--- config.mk ---
export PLATFORM = sky130hd
export DESIGN_NAME = bin_to_bcd_param_flat
export DESIGN_NICKNAME = d
export VERILOG_FILES = /design/src/rtl/bin_to_bcd_param_if.sv /design/src/rtl/bin_to_bcd_param.sv /design/src/flat_wrapper.sv
export SDC_FILE = /design/constraint.sdc
export NUM_CORES = 1
export LEC_CHECK = 0
export BUFFER_PORTS_ARGS = -buffer_cell sky130_fd_sc_hd__buf_4
export CAP_MARGIN = 40
export CORE_MARGIN = 2
export CORE_UTILIZATION = 33
export DETAILED_ROUTE_END_ITERATION = 10
export SYNTH_ARGS = -nofsm -noshare
export SYNTH_HDL_FRONTEND = slang
export SYNTH_SLANG_ARGS = --single-unit
--- constraint.sdc ---
create_clock -name i_clk -period 1.9 [get_ports i_clk]
set_input_delay 0 -clock i_clk [delete_from_list [all_inputs] [get_ports i_clk]]
set_output_delay 0 -clock i_clk [all_outputs]
set_load 0.1 [all_outputs]
--- src/rtl/bin_to_bcd_param_if.sv ---
// Handshake and data bundle between the ALU result stage and the BCD converter.
// Names are from the converter's point of view: i_* enter it, o_* leave it.
interface bin_to_bcd_param_if #(
  parameter int WIDTH  = 16,
  parameter int DIGITS = 4
);
  logic                  i_start;
  logic                  i_signed_mode;
  logic [WIDTH-1:0]      i_binary_in;
  logic [4*DIGITS-1:0]   o_bcd_out;
  logic                  o_negative;
  logic                  o_overflow;
  logic                  o_busy;
  logic                  o_done;

  modport master (
    output i_start, i_signed_mode, i_binary_in,
    input  o_bcd_out, o_negative, o_overflow, o_busy, o_done
  );

  modport slave (
    input  i_start, i_signed_mode, i_binary_in,
    output o_bcd_out, o_negative, o_overflow, o_busy, o_done
  );
endinterface

--- src/rtl/bin_to_bcd_param.sv ---
// Sequential shift-add-3 binary-to-BCD converter, one operand bit per clock,
// with signed input, saturation on overflow and a busy/done handshake.
module bin_to_bcd_param #(
  parameter int WIDTH  = 16,
  parameter int DIGITS = 4
) (
  input  logic                 i_clk,
  input  logic                 i_reset,
  bin_to_bcd_param_if.slave    bus
);
  // Scratch layout: {sticky overflow, DIGITS BCD digits, WIDTH operand bits}
  localparam int SW = 4*DIGITS + WIDTH + 1;
  localparam int CW = $clog2(WIDTH + 1);
  localparam logic [CW-1:0] LAST_CNT = CW'(WIDTH - 1);

  typedef enum logic [0:0] {
    S_IDLE  = 1'b0,
    S_SHIFT = 1'b1
  } state_t;

  state_t              r_state;
  state_t              w_next_state;
  logic [SW-1:0]       r_scratch;
  logic [SW-1:0]       w_corr;
  logic [SW-1:0]       w_shifted;
  logic [CW-1:0]       r_cnt;
  logic                r_sign;
  logic [WIDTH-1:0]    w_mag;
  logic                w_neg;
  logic                w_capture;
  logic                w_step;
  logic                w_last;
  logic [4*DIGITS-1:0] r_bcd;
  logic                r_neg;
  logic                r_ovf;
  logic                r_busy;
  logic                r_done;

  function automatic logic [3:0] f_add3(input logic [3:0] d);
    logic [3:0] res;
    if (d >= 4'd5) begin
      res = d + 4'd3;
    end else begin
      res = d;
    end
    return res;
  endfunction

  // state register
  always_ff @(posedge i_clk or posedge i_reset) begin
    if (i_reset) begin
      r_state <= S_IDLE;
    end else begin
      r_state <= w_next_state;
    end
  end

  // next-state logic
  always_comb begin
    w_next_state = r_state;
    case (r_state)
      S_IDLE: begin
        if (bus.i_start) begin
          w_next_state = S_SHIFT;
        end else begin
          w_next_state = S_IDLE;
        end
      end
      S_SHIFT: begin
        if (r_cnt == LAST_CNT) begin
          w_next_state = S_IDLE;
        end else begin
          w_next_state = S_SHIFT;
        end
      end
      default: w_next_state = S_IDLE;
    endcase
  end

  // per-state control decode
  always_comb begin
    w_capture = 1'b0;
    w_step    = 1'b0;
    w_last    = 1'b0;
    case (r_state)
      S_IDLE: begin
        w_capture = bus.i_start;
      end
      S_SHIFT: begin
        w_step = 1'b1;
        w_last = (r_cnt == LAST_CNT);
      end
      default: begin
        w_capture = 1'b0;
      end
    endcase
  end

  // operand magnitude; the most-negative value negates to 2^(WIDTH-1) unsigned
  always_comb begin
    w_neg = bus.i_signed_mode & bus.i_binary_in[WIDTH-1];
    if (w_neg) begin
      w_mag = ~bus.i_binary_in + WIDTH'(1);
    end else begin
      w_mag = bus.i_binary_in;
    end
  end

  // digit correction then one-bit left shift; top-digit carry-out is sticky
  always_comb begin
    w_corr = r_scratch;
    for (int d = 0; d < DIGITS; d++) begin
      w_corr[WIDTH + 4*d +: 4] = f_add3(r_scratch[WIDTH + 4*d +: 4]);
    end
    w_shifted = {w_corr[SW-1] | w_corr[SW-2], w_corr[SW-3:0], 1'b0};
  end

  // scratch register, sign flag and bit counter
  always_ff @(posedge i_clk or posedge i_reset) begin
    if (i_reset) begin
      r_scratch <= {SW{1'b0}};
      r_cnt     <= {CW{1'b0}};
      r_sign    <= 1'b0;
    end else if (w_capture) begin
      r_scratch <= {1'b0, {(4*DIGITS){1'b0}}, w_mag};
      r_cnt     <= {CW{1'b0}};
      r_sign    <= w_neg;
    end else if (w_step) begin
      r_scratch <= w_shifted;
      r_cnt     <= r_cnt + CW'(1);
    end else begin
      r_scratch <= r_scratch;
      r_cnt     <= r_cnt;
      r_sign    <= r_sign;
    end
  end

  // result and handshake registers
  always_ff @(posedge i_clk or posedge i_reset) begin
    if (i_reset) begin
      r_bcd  <= {(4*DIGITS){1'b0}};
      r_neg  <= 1'b0;
      r_ovf  <= 1'b0;
      r_busy <= 1'b0;
      r_done <= 1'b0;
    end else begin
      r_busy <= (w_next_state == S_SHIFT);
      r_done <= w_last;
      if (w_last) begin
        if (w_shifted[SW-1]) begin
          r_bcd <= {DIGITS{4'h9}};
        end else begin
          r_bcd <= w_shifted[SW-2:WIDTH];
        end
        r_neg <= r_sign;
        r_ovf <= w_shifted[SW-1];
      end else begin
        r_bcd <= r_bcd;
        r_neg <= r_neg;
        r_ovf <= r_ovf;
      end
    end
  end

  assign bus.o_bcd_out  = r_bcd;
  assign bus.o_negative = r_neg;
  assign bus.o_overflow = r_ovf;
  assign bus.o_busy     = r_busy;
  assign bus.o_done     = r_done;
endmodule

--- src/flat_wrapper.sv ---
// flat-port wrapper written by rule: the top's interface ports become plain ports
module bin_to_bcd_param_flat 
#(
  parameter int WIDTH  = 16,
  parameter int DIGITS = 4
)
  (i_clk, i_reset, bus_i_start, bus_i_signed_mode, bus_i_binary_in, bus_o_bcd_out, bus_o_negative, bus_o_overflow, bus_o_busy, bus_o_done);
  bin_to_bcd_param_if #(.WIDTH(WIDTH), .DIGITS(DIGITS)) bus_i ();
  input  logic i_clk;
  input  logic i_reset;
  input wire logic [$bits(bus_i.i_start)-1:0] bus_i_start;
  input wire logic [$bits(bus_i.i_signed_mode)-1:0] bus_i_signed_mode;
  input wire logic [$bits(bus_i.i_binary_in)-1:0] bus_i_binary_in;
  output wire logic [$bits(bus_i.o_bcd_out)-1:0] bus_o_bcd_out;
  output wire logic [$bits(bus_i.o_negative)-1:0] bus_o_negative;
  output wire logic [$bits(bus_i.o_overflow)-1:0] bus_o_overflow;
  output wire logic [$bits(bus_i.o_busy)-1:0] bus_o_busy;
  output wire logic [$bits(bus_i.o_done)-1:0] bus_o_done;
  assign bus_i.i_start = bus_i_start;
  assign bus_i.i_signed_mode = bus_i_signed_mode;
  assign bus_i.i_binary_in = bus_i_binary_in;
  assign bus_o_bcd_out = bus_i.o_bcd_out;
  assign bus_o_negative = bus_i.o_negative;
  assign bus_o_overflow = bus_i.o_overflow;
  assign bus_o_busy = bus_i.o_busy;
  assign bus_o_done = bus_i.o_done;
  bin_to_bcd_param #(.WIDTH(WIDTH), .DIGITS(DIGITS)) u_core (.i_clk(i_clk), .i_reset(i_reset), .bus(bus_i));
endmodule
==> results.py <==
metrics = {
    "outcome": {
        "status": "complete, no violations",
    },
    "worst_setup_path": {
        "arrival_ns": 2.02,
        "crit_path_start_kind": "register",
        "r2r_cells": 7,
        "path_max_fanout": 17,
        "endpoint_kind": "register",
        "rr_endpoint": "u_core.bus.o_bcd_out[14]",
        "cp.required_ns": 2.18,
        "regToRegSetupSlack_ns": 0.16,
        "crit_type": "register to register",
        "r2r_start": "u_core.r_cnt[0]",
    },
    "placement": {
        "placed_cells": 485,
        "dp_hpwl_um": 4780,
        "dp_slack_ns": 0.155,
        "port_buffers": 39,
        "place.gp.congestion": 0.880,
    },
    "logic_synthesis": {
        "synthTopCellsByArea": "dfrtp_1, ha_1, mux2i_1",
        "synthSimpleGateAreaFrac_pct": 18.3,
        "yosys_warnings": 0,
        "synthesis.area_um2": 3160,
        "synth_seq_cells": 59,
        "synth_top_family_by_area": "simple AND/OR/NAND/NOR gates",
        "synth_fp_nets": 353,
        "synth-compound-area-share_pct": 18.2,
        "synth_cell_types": 38,
        "synthMuxAreaShare_pct": 4.47,
        "synth_top_flop_cell": "dfrtp_1",
        "yosysTopAreaCellShare_pct": 46.7,
        "avgSynthCellArea_um2": 9.82,
        "synthAdderAreaFrac_pct": 4.35,
        "synthCells": 322,
        "yosys.area_share.xor_xnor_pct": 3.88,
        "yosys.area.top_type": "dfrtp_1",
        "ys_async_sr_fraction_pct": 100,
        "ys_seq_area_share_pct": 46.7,
        "synth-edff-count": 0,
    },
    "sta": {
        "hold_viol_final": 0,
        "setup_viol": 0,
        "post-route-period-util_pct": 91.5,
        "maxSlewHeadroom_pct": 50.8,
        "tightest_slew_ns": 0.733,
        "finalWorstSetupSlack_ns": 0.162,
        "fin_crit_ns": 1.74,
        "finalSetupTns_ns": 0,
        "rsz0062_at_grt": "no",
        "clock_skew_ns": 0.00972,
        "drv_slew": 0,
        "fmax_mhz": 575,
    },
    "clock_network": {
        "clkSinkCount": 59,
        "htree_levels": 3,
        "cts_tree": "built",
        "clkLatencyLatePin_ns": 0.34,
        "clk_pin_slew_ns": 0.07,
        "cts-root-buf": "clkbuf_8",
        "numCtsBuffers": 9,
        "clockBufferDepth": 2,
    },
    "power": {
        "power_mw": 6.91,
        "p_comb_share_pct": 50.0,
        "clkPwrFrac_pct": 18.2,
        "ir_drop_v": 0.000742,
        "p_seq_share_pct": 31.9,
        "intPower_mw": 3.75,
        "p_sw_share_pct": 45.7,
        "leakagePower_nw": 1.85,
        "p_per_area_nw_per_um2": 1730,
        "power.switching_mw": 3.16,
    },
    "global_routing": {
        "grt_start_max_net_pins": 37,
        "grt_usage_pct": 14.9,
        "antenna_found_initial": 0,
        "first_global_vias": 2540,
        "overflow": 0,
        "grt_pass1_wl_um": 12100,
    },
    "final_layout": {
        "antenna_cells": 0,
        "post-route-util_pct": 42.9,
        "syn_to_final_growth_pct": 26.0,
        "drive_above_1_share_pct": 19.1,
        "fin_cells": 511,
        "finalNetCount": 409,
    },
    "drt": {
        "dr.first_iter.drc_count": 37,
        "num_vias": 2493,
        "routedWlPerCell_um": 13.6,
        "routed_wl_um": 6930,
        "drc": 0,
        "via_per_inst": 4.88,
        "first_pass_iters": 4,
        "ant_nets": 0,
    },
    "floorplan": {
        "coreArea_um2": 9280,
        "dieArea_um2": 10400,
        "start_util_pct": 34.0,
        "die_h_um": 102,
        "ios": 40,
        "rows": 35,
        "die_w_um": 102,
    },
    "hold_path": {
        "min_path_cells": 4,
        "worstHoldPathType": "primary input to register",
        "worstHoldStart": "bus_i_binary_in[8]",
        "holdPathEnd": "u_core.r_scratch[8]",
    },
    "job": {
        "drv_cap": 0,
    },
}
worst max-delay path, stage by stage, from the launching register on:
cell and delay [ns]:
dfrtp_1 0.38, ha_1 0.20, and3_1 0.17, ha_1 0.13
nand2_1 0.12, nor4_4 0.34, buf_12 0.19, a22o_1 0.14
flip-flops by register name, indices dropped and copies added (netlist names):
register	count
u_core.bus.o_bcd_out	16
u_core.bus.o_done	1
u_core.bus.o_negative	1
u_core.bus.o_overflow	1
u_core.r_cnt	5
u_core.r_scratch	33
u_core.r_sign	1
u_core.r_state	1
cells by family after synthesis:
family / after synthesis
simple gates: 106
buf+inv: 31
fa+ha+maj: 11
flops: 59
xor+xnor: 14
compound gates: 87
mux: 14
cells in the mapped netlist (7+ instances only):
cell       n
o21ai_0   18
a21o_1    13
a21oi_1   19
ha_1      11
nand2b_1  11
xnor2_1   14
nor2_1    25
clkbuf_1   7
inv_1     15
nor3_1    11
a31oi_1    9
dfrtp_1   59
nand2_1   26
nor3b_1   14
mux2i_1   13
a22o_1    10
per-layer routing:
metal | vias to the layer above | track usage [%] | wire length (µm)
met4 | 0 | 5.23 | 65
li1 | 1259 | - | -
met1 | 1177 | 19.2 | 3240
met5 | - | 0 | 0
met2 | 51 | 24.5 | 3370
met3 | 6 | 3.76 | 253
how the worst max path moves through the flow:
stage                               startpoint  cells after the start  slack (ns)                  endpoint
after floorplan                u_core.r_cnt[0]                      9        0.04  u_core.bus.o_bcd_out[12]
after global placement    u_core.r_scratch[28]                      7        0.21   u_core.bus.o_bcd_out[5]
after detailed placement  u_core.r_scratch[28]                      7        0.16   u_core.bus.o_bcd_out[1]
after CTS                 u_core.r_scratch[28]                      7        0.13  u_core.bus.o_bcd_out[14]
after global routing           u_core.r_cnt[0]                      7      0.0003   u_core.bus.o_bcd_out[7]
final                          u_core.r_cnt[0]                      7        0.16  u_core.bus.o_bcd_out[14]
metrics by stage:
step,hold slack (ns),cell area (µm²)
after floorplan,0.127,3160
after global routing,0.0670,3980
final,0.0437,3980
after detailed placement,0.0919,3650
after CTS,0.0221,3980
after global placement,0.0902,3650
cell type report:
cell class / instances / area [µm²]
multi-input combinational: 232 / 1560
clock buffer: 10 / 138
tap: 129 / 161
clock inverter: 5 / 77.6
sequential: 59 / 1480
timing repair buffer: 61 / 510
fill: 929 / 5300
inverter: 15 / 56.3
power by group through the flow:
stage               Sequential [mW]  Combinational (mW)  Clock, mW
global placement               2.22                3.41          0
finish                         2.20                3.45       1.25
global route                   2.29                3.77       1.36
floorplan                      3.28                1.62          0
detailed placement             2.23                3.45          0
CTS                            2.21                3.48       1.29
placed cells by master, fill, tap and decap left out, drive strengths merged, types with 3 or more instances in the layout:
cell type,count
inv,15
dlygate4sd3,11
a22o,10
nand2,26
and2,3
nor3b,14
a22oi,4
dfrtp,59
nor3,11
a21oi,19
nor2,25
xnor2,14
a21o,13
a31oi,9
nor4,3
o21ai,20
buf,50
nor2b,3
clkbuf,10
a32o,4
ha,11
nand2b,11
nand4,3
nand3,4
mux2i,13
what timing repair did:
action / 4_1_cts / 5_1_grt
resized for setup: 0 / 1
hold buffers: 11 / 0
endpoints found under the setup margin: 0 / 5
endpoints found under the hold margin: 33 / 0
buffers inserted: 0 / 0
Note: power is estimated with default switching activity, not from simulation.
